### src/rtl/sync_mem_fifo_pkg.sv
// Shared defaults and sizing helper for the synchronous-RAM FIFO.
package sync_mem_fifo_pkg;

    localparam int unsigned DEF_WIDTH = 4;
    localparam int unsigned DEF_DEPTH = 16;

    // Width of an occupancy counter that must represent 0..depth inclusive.
    function automatic int unsigned count_width(input int unsigned depth);
        return $clog2(depth) + 1;
    endfunction

endpackage

### src/rtl/sync_dpram.sv
// Single-clock DEPTH x WIDTH RAM: one write port, one registered read port.
// The read register is resettable so the FIFO output has a defined reset value.
module sync_dpram #(
    parameter int unsigned WIDTH = 4,
    parameter int unsigned DEPTH = 16,
    parameter int unsigned AW    = $clog2(DEPTH)
) (
    input  logic             clk,
    input  logic             rst_n,
    input  logic             we,
    input  logic [AW-1:0]    wa,
    input  logic [WIDTH-1:0] wd,
    input  logic             re,
    input  logic [AW-1:0]    ra,
    output logic [WIDTH-1:0] rd
);

    logic [WIDTH-1:0] mem_q [DEPTH];
    logic [WIDTH-1:0] rd_q;

    // Storage array write; contents are never reset.
    always_ff @(posedge clk) begin
        if (we) begin
            mem_q[wa] <= wd;
        end
    end

    // Registered read; holds its value while re is low.
    always_ff @(posedge clk or negedge rst_n) begin
        if (!rst_n) begin
            rd_q <= '0;
        end else if (re) begin
            rd_q <= mem_q[ra];
        end
    end

    assign rd = rd_q;

endmodule

### src/rtl/sync_mem_fifo.sv
// Ready/valid FIFO built around sync_dpram. The RAM read register is the
// output register, so the head word is presented first-word-fall-through.
module sync_mem_fifo
    import sync_mem_fifo_pkg::*;
#(
    parameter int unsigned WIDTH = DEF_WIDTH,
    parameter int unsigned DEPTH = DEF_DEPTH,
    localparam int unsigned AW   = $clog2(DEPTH),
    localparam int unsigned CW   = count_width(DEPTH)
) (
    input  logic             clk,
    input  logic             rst_n,
    input  logic             in_valid,
    output logic             in_ready,
    input  logic [WIDTH-1:0] in_data,
    output logic             out_valid,
    input  logic             out_ready,
    output logic [WIDTH-1:0] out_data,
    output logic [CW-1:0]    count
);

    localparam logic [CW-1:0] FULL_CNT = CW'(DEPTH);
    localparam logic [CW-1:0] ONE_CNT  = CW'(1);

    logic [AW-1:0] wr_ptr_q, wr_ptr_d;
    logic [AW-1:0] rd_ptr_q, rd_ptr_d;
    logic [CW-1:0] count_q, count_d;
    logic          out_valid_q, out_valid_d;

    logic push, pop, rd_en;

    assign in_ready  = (count_q != FULL_CNT);
    assign out_valid = out_valid_q;
    assign count     = count_q;

    assign push = in_valid && in_ready;
    assign pop  = out_valid_q && out_ready;

    // Entries still in the RAM (not yet in the read register) number
    // count_q - out_valid_q. Load when the output stage is empty and one is
    // pending, or when the head is popped and another entry sits behind it.
    // An entry written at this same edge is never readable yet (no bypass).
    always_comb begin
        rd_en = 1'b0;
        if (!out_valid_q && (count_q != '0)) begin
            rd_en = 1'b1;
        end else if (pop && (count_q > ONE_CNT)) begin
            rd_en = 1'b1;
        end
    end

    // Next-state for pointers, occupancy and the output-valid flag.
    always_comb begin
        wr_ptr_d    = wr_ptr_q;
        rd_ptr_d    = rd_ptr_q;
        count_d     = count_q;
        out_valid_d = out_valid_q;

        if (push) begin
            wr_ptr_d = wr_ptr_q + AW'(1);
        end
        if (rd_en) begin
            rd_ptr_d = rd_ptr_q + AW'(1);
        end

        unique case ({push, pop})
            2'b10:   count_d = count_q + ONE_CNT;
            2'b01:   count_d = count_q - ONE_CNT;
            default: count_d = count_q;
        endcase

        if (rd_en) begin
            out_valid_d = 1'b1;
        end else if (pop) begin
            out_valid_d = 1'b0;
        end
    end

    // Controller state registers.
    always_ff @(posedge clk or negedge rst_n) begin
        if (!rst_n) begin
            wr_ptr_q    <= '0;
            rd_ptr_q    <= '0;
            count_q     <= '0;
            out_valid_q <= 1'b0;
        end else begin
            wr_ptr_q    <= wr_ptr_d;
            rd_ptr_q    <= rd_ptr_d;
            count_q     <= count_d;
            out_valid_q <= out_valid_d;
        end
    end

    sync_dpram #(
        .WIDTH (WIDTH),
        .DEPTH (DEPTH),
        .AW    (AW)
    ) u_ram (
        .clk   (clk),
        .rst_n (rst_n),
        .we    (push),
        .wa    (wr_ptr_q),
        .wd    (in_data),
        .re    (rd_en),
        .ra    (rd_ptr_q),
        .rd    (out_data)
    );

`ifdef FORMAL
    const rand logic [AW-1:0] f_slot;

    logic [WIDTH-1:0] f_data_q;
    logic             f_live_q;
    logic             f_chk_q;
    logic             f_fresh_q;

    // Shadow one RAM slot: remember what was written, check it on read-out.
    always_ff @(posedge clk or negedge rst_n) begin
        if (!rst_n) begin
            f_data_q  <= '0;
            f_live_q  <= 1'b0;
            f_chk_q   <= 1'b0;
            f_fresh_q <= 1'b0;
        end else begin
            f_chk_q <= rd_en && (rd_ptr_q == f_slot);
            if (rd_en && (rd_ptr_q == f_slot)) begin
                f_live_q <= 1'b0;
            end
            if (push && (wr_ptr_q == f_slot)) begin
                f_data_q <= in_data;
                f_live_q <= 1'b1;
            end
            // A push landing while the output stage drains empty leaves one
            // cycle where count is nonzero but nothing is loaded yet.
            f_fresh_q <= push && ((count_q == '0) || (pop && (count_q == ONE_CNT)));
        end
    end

    always_comb begin
        if (rst_n) begin
            assert (count_q <= FULL_CNT);
            if (!f_fresh_q) begin
                assert (out_valid_q == (count_q != '0));
            end
            if (rd_en && (rd_ptr_q == f_slot)) begin
                assert (f_live_q);
                assert (!(push && (wr_ptr_q == f_slot)));
            end
            if (f_chk_q) begin
                assert (out_data == f_data_q);
            end
        end
    end
`endif

endmodule

### config.mk
export PLATFORM = sky130hd
export DESIGN_NAME = sync_mem_fifo
export DESIGN_NICKNAME = d
export VERILOG_FILES = /design/src/rtl/sync_mem_fifo_pkg.sv /design/src/rtl/sync_dpram.sv /design/src/rtl/sync_mem_fifo.sv
export SDC_FILE = /design/constraint.sdc
export NUM_CORES = 1
export LEC_CHECK = 0
export ABC_AREA = 0
export CAP_MARGIN = 30
export CORE_ASPECT_RATIO = 0.5
export CORE_MARGIN = 2
export CORE_UTILIZATION = 31
export DETAILED_ROUTE_END_ITERATION = 8
export PLACE_DENSITY = 0.57
export RECOVER_POWER = 25
export SLEW_MARGIN = 20
export SYNTH_ARGS = -nofsm -noshare
export SYNTH_HDL_FRONTEND = slang
export SYNTH_SLANG_ARGS = --single-unit
### constraint.sdc
create_clock -name clk -period 6.61 [get_ports clk]
set_input_delay 0.661 -clock clk [delete_from_list [all_inputs] [get_ports clk]]
set_output_delay 0.661 -clock clk [all_outputs]
set_load 0.01 [all_outputs]
* Word-level counts from Yosys, hierarchy flattened
Memory sizes are Yosys's and may differ from the RTL's. A register that Yosys moved wholly into a read port is not among the register bits.
Index checks and enable logic that the tools add are counted.
** Word-level totals
- Memories :: 1
- Output and inout port bits :: 11
- Input port bits :: 8
- Register bits after elaboration :: 14
- Logic and storage cells :: 29
- RAM bits :: 64
** Memory list
- u_ram.mem_q :: words 16, bits a word 4, rd ports 1, clocked after Yosys merged registers in 1, wr ports 1, RTL line sync_dpram.sv:18 : logic [WIDTH-1:0] mem_q [DEPTH];
** Cells by class
- Eq/ne operators :: 3
- $lt $le $gt $ge :: 1
- Add/subtract/negate cells :: 4
- Reductions and logical operators :: 9
- Muxes and demuxes :: 7
** Operator list (number)
- 5-bit case mux with 2 select lines :: 1
- 4-bit by 1-bit adder with 4-bit output (second input constant) :: 2
- 1-bit two-way mux :: 6
- 5-bit by 1-bit adder with 5-bit output (second input constant) :: 1
- 5-bit by 1-bit > comparator with 1-bit output (second input constant) :: 1
- 5-bit != test (second input constant) :: 1
- 5-bit nonzero test :: 1
- 5-bit by 1-bit subtractor with 5-bit output (second input constant) :: 1
- 1-bit logical AND :: 4
- 2-bit nonzero test :: 2
- 2-bit by 1-bit == test with 1-bit output (second input constant) :: 1
- 2-bit == test (second input constant) :: 1
- 1-bit zero test :: 2

* Depth between registers and ports, before layout
- Word-level depth :: 5
- Gate-level depth with buffers :: 8
- Gate-level depth less buffers :: 8

* Hierarchy
From an unflattened synthesis, not the netlist that was laid out.
** Second synthesis, totals
- Cell total of the unflattened synthesis :: 195
- Area, all modules :: 3527.1 µm²
** Modules (own cells, without submodules)
- sync_dpram :: cells each 128, area an instance 2761.4 µm², times used 1, seq. area each 2021.9 µm²
- sync_mem_fifo :: cells each 67, area an instance 765.7 µm², times used 1, seq. area each 350.3 µm²

* Least setup slack after synthesis
OpenSTA, ideal clock, no wires.
- Path kind :: reg2reg
- Start point :: register count_q[0], in the netlist count[0]
- End point :: memory u_ram.mem_q[3][0], enable pin
- Setup slack :: 4387 ps
- Arrival time :: 1862 ps
- Required time :: 6249 ps
- Cell stages (with the launch flop) :: 6
- Path through :: dfrtp_1 > inv_1 > ha_1 > a31oi_1 > nand2_1 > nor3_1
** Between the ends
- Cells in the longest elaborated chain, start to end :: 4
** Ends and longest elaborated chain
- from (decl) :: RTL line sync_mem_fifo.sv:27 : logic [CW-1:0] count_q, count_d;
- from (signal assigned) :: RTL line sync_mem_fifo.sv:89 : count_q <= count_d;
- 5-bit != test :: RTL line sync_mem_fifo.sv:32 : assign in_ready = (count_q != FULL_CNT);
- 1-bit logical AND :: RTL line sync_mem_fifo.sv:36 : assign push = in_valid && in_ready;
- 1-bit two-way mux :: RTL line sync_dpram.sv:23 : if (we) begin
- 1-bit two-way mux (not written as such) :: RTL line sync_dpram.sv:24 : mem_q[wa] <= wd;
- to (decl) :: RTL line sync_dpram.sv:18
No other way between the ends.

* Worst setup path after layout
Same ends and word-level chain as after synthesis.

==> results.py <==
metrics = {
    "run_status": {
        "outcome": "complete, no violations",
    },
    "flow_run": {
        "maxCapViolations": 0,
    },
    "clocking": {
        "hold_buffers": 0,
        "cts_max_level": 3,
        "clock-root-buffer": "clkbuf_16",
        "clock-sinks": 82,
        "ctsResizeCount": 0,
        "clkSlewWorstSetupHoldPaths_ps": 60,
        "cts_tree": "done",
        "cts-buffers-inserted": 9,
        "post_cts_buffers": 0,
        "clk_latency_ps": 340,
        "clk_path_buf_depth": 2,
    },
    "drt": {
        "drc": 0,
        "via_per_inst": 4.671,
        "drt_iter0_drc": 134,
        "routed_wl_um": 6116,
        "wl_per_cell_um": 16.76,
        "ant_nets": 0,
        "drtPass1Iterations": 4,
        "vias": 1705,
    },
    "global_route": {
        "antenna_found_initial": 0,
        "track_usage_pct": 11.42,
        "first_global_vias": 1763,
        "grt_overflow": 0,
        "grt_pass1_wl_um": 10070,
        "grt_max_degree": 19,
    },
    "layout": {
        "antennaDiodeCount": 0,
        "multi_input_area_um2": 1027,
        "nFillCells": 980,
        "layout_commonest_cell": "edfxtp_1",
        "nNetsFinal": 233,
        "layout_common_cells": "edfxtp_1 (64), dfrtp_1 (18), nor2_1 (15), clkdlybuf4s50_1 (15), mux4_2 (12)",
        "drive_gt1_share_pct": 15.91,
        "seq_area_um2": 2372,
        "areaGrowthSynthToFinish_pct": 18.04,
    },
    "timing": {
        "fin_skew_ps": 11.19,
        "tightest_slew_ps": 850.9,
        "slew_headroom_pct": 43.28,
        "min_period_ps": 2715,
        "hold_viol_final": 0,
        "min_period_over_period_pct": 41.07,
        "rsz0062_at_grt": "no",
        "fmax_mhz": 368.4,
        "drv_slew": 0,
        "tns_ps": 0,
        "final-setup-viol-count": 0,
    },
    "synthesis": {
        "synth_compound_area_share_pct": 1.294,
        "syn_nets": 210,
        "synth_simple_gate_area_share_pct": 5.715,
        "synth_top_family_by_area": "multiplexers",
        "synth.ff_latch_count": 82,
        "synth_xor_area_share_pct": 2.768,
        "syn_inst": 192,
        "syn_area_per_cell_um2": 18.13,
        "ys_seq_area_share_pct": 68.15,
        "ys_types": 31,
        "synthAdderAreaFrac_pct": 3.595,
        "synth_area_um2": 3481,
        "synth_mux_area_share_pct": 16.14,
        "yosys_warnings": 0,
    },
    "power_and_ir_drop": {
        "total_leakage_power_nw": 1.434,
        "total_power_mw": 1.794,
        "powerDensity_nw_per_um2": 436.5,
        "ir_drop_mv": 0.1548,
    },
    "worst_setup_path": {
        "reg2reg_from": "count[0]",
        "r2r-end": "u_ram.mem_q[3][0]",
        "worstPathMaxFanout": 9,
        "startpoint_type": "flip-flop",
        "cp.required_ps": 6580,
        "criticalPathCategory": "flip-flop to flip-flop",
        "critical_path.cell_chain": "inv_1 > ha_1 > a31oi_1 > nand2_1 > nor3_1",
        "arrival_ps": 2690,
        "slowest_stage": "a31oi_1",
        "cp-end-kind": "flip-flop",
        "slowest_delay_ps": 690,
        "reg2reg_depth": 5,
        "crit_start": "count[0]",
        "reg2reg_slack_ps": 3900,
    },
    "floorplanning": {
        "die_h_um": 78.93,
        "die-area_um2": 12140,
        "die_w_um": 153.9,
        "core_area_um2": 10980,
        "initial_core_util_pct": 31.70,
        "fp-row-count": 27,
        "ios": 19,
    },
    "placement": {
        "dpl.hpwl_um": 4233,
        "gp_congestion": 0.7339,
        "numPortBuffers": 18,
    },
    "hold_path": {
        "holdPathStages": 1,
        "hold_start": "u_ram.rd[0]",
        "hold_class": "flip-flop to flip-flop",
        "min_to": "u_ram.rd[0]",
    },
}
==> report_power, final <==
| group | leakage [nW] | switching, mW | internal (mW) |
|---|---|---|---|
| Combinational | 0.505 | 0.220 | 0.304 |
| Clock | 0.142 | 0.197 | 0.295 |
| Sequential | 0.788 | 0.122 | 0.655 |
| Total | 1.43 | 0.540 | 1.25 |
==> area by class of cell <==
class	instances	share of cell area, %
clock buffer	9	5.481
clock inverter	7	1.888
inverter	7	0.6395
multi-input combinational	95	25.00
sequential	82	57.73
tap	145	4.415
timing repair buffer	20	4.842
==> Yosys cell counts <==
library cell / instances / share of area (%)
mux4_1: 8 / 6.0
xnor2_1: 7 / 1.8
xor2_1: 4 / 1.0
clkbuf_1: 2 / 0.22
nand4b_1: 2 / 0.50
nor3_1: 4 / 0.58
o311ai_0: 1 / 0.25
nor2_1: 15 / 1.6
ha_1: 10 / 3.6
buf_2: 1 / 0.14
nand3_1: 4 / 0.58
nand3b_1: 1 / 0.22
nand2b_1: 4 / 0.72
mux2_4: 4 / 1.7
dfrtp_1: 18 / 13
mux2_2: 1 / 0.32
a21oi_1: 2 / 0.29
nand4_1: 1 / 0.18
buf_1: 3 / 0.32
and2_1: 2 / 0.36
buf_12: 1 / 0.58
mux4_2: 12 / 7.8
o21ai_0: 2 / 0.29
buf_6: 1 / 0.32
mux2i_1: 1 / 0.29
a31oi_1: 1 / 0.18
and3_2: 1 / 0.22
o21ba_2: 1 / 0.29
inv_1: 7 / 0.75
edfxtp_1: 64 / 55
nand2_1: 7 / 0.75
==> per-layer routing <==
layer / track usage, % / vias to the layer above / wire length [um]
met5: 0 / - / 0
met4: 5.140 / 0 / 142
met3: 4.312 / 10 / 307
met2: 17.43 / 43 / 2896
met1: 14.65 / 868 / 2770
li1: - / 784 / -
==> registers in the layout, indices dropped and copies added (netlist names) <==
register and count:
u_ram.mem_q 64, wr_ptr_q 4, out_valid 1, rd_ptr_q 4
u_ram.rd 4, count 5
==> logic make-up (layout without fill, tap and decap cells) <==
| kind of cell | Yosys count | after routing |
|---|---|---|
| buffers and inverters | 15 | 43 |
| adders and majority gates | 10 | 10 |
| xor gates and xnor gates | 11 | 11 |
| DFF | 82 | 82 |
| muxes | 26 | 26 |
| AOI/OAI and AO/OA | 7 | 7 |
| and+or+nand+nor | 41 | 41 |
==> stage by stage <==
stage          area, um2  std cells  worst slack [ps]  hold slack [ps]  util, %
2_1_floorplan       3481        192              4387            365.4        -
3_3_place_gp        3787        347              3715            503.3    34.50
3_5_place_dp        3802        348              3657            493.7    34.63
4_1_cts             4105        364              3917            520.5    37.39
5_1_grt             4109        365              3639            549.3    37.42
6_report            4109        365              3895            520.9    37.42
==> worst max-delay path, delay by kind of cell, from the launching register on <==
| family | cells | cell delay, ps |
|---|---|---|
| simple gates | 2 | 850 |
| flops | 1 | 480 |
| fa+ha+maj | 1 | 230 |
| compound gates | 1 | 690 |
| buf+inv | 1 | 100 |
==> how the worst max path moves through the flow <==
stage               cells past startpoint           endpoint  slack, ps
floorplan                               5  u_ram.mem_q[3][0]       4390
global placement                        5  u_ram.mem_q[1][0]       3710
detailed placement                      5  u_ram.mem_q[3][1]       3660
CTS                                     5  u_ram.mem_q[3][0]       3920
global route                            5  u_ram.mem_q[3][0]       3640
finish                                  5  u_ram.mem_q[3][0]       3900
Note: power is estimated with default switching activity, not from simulation.
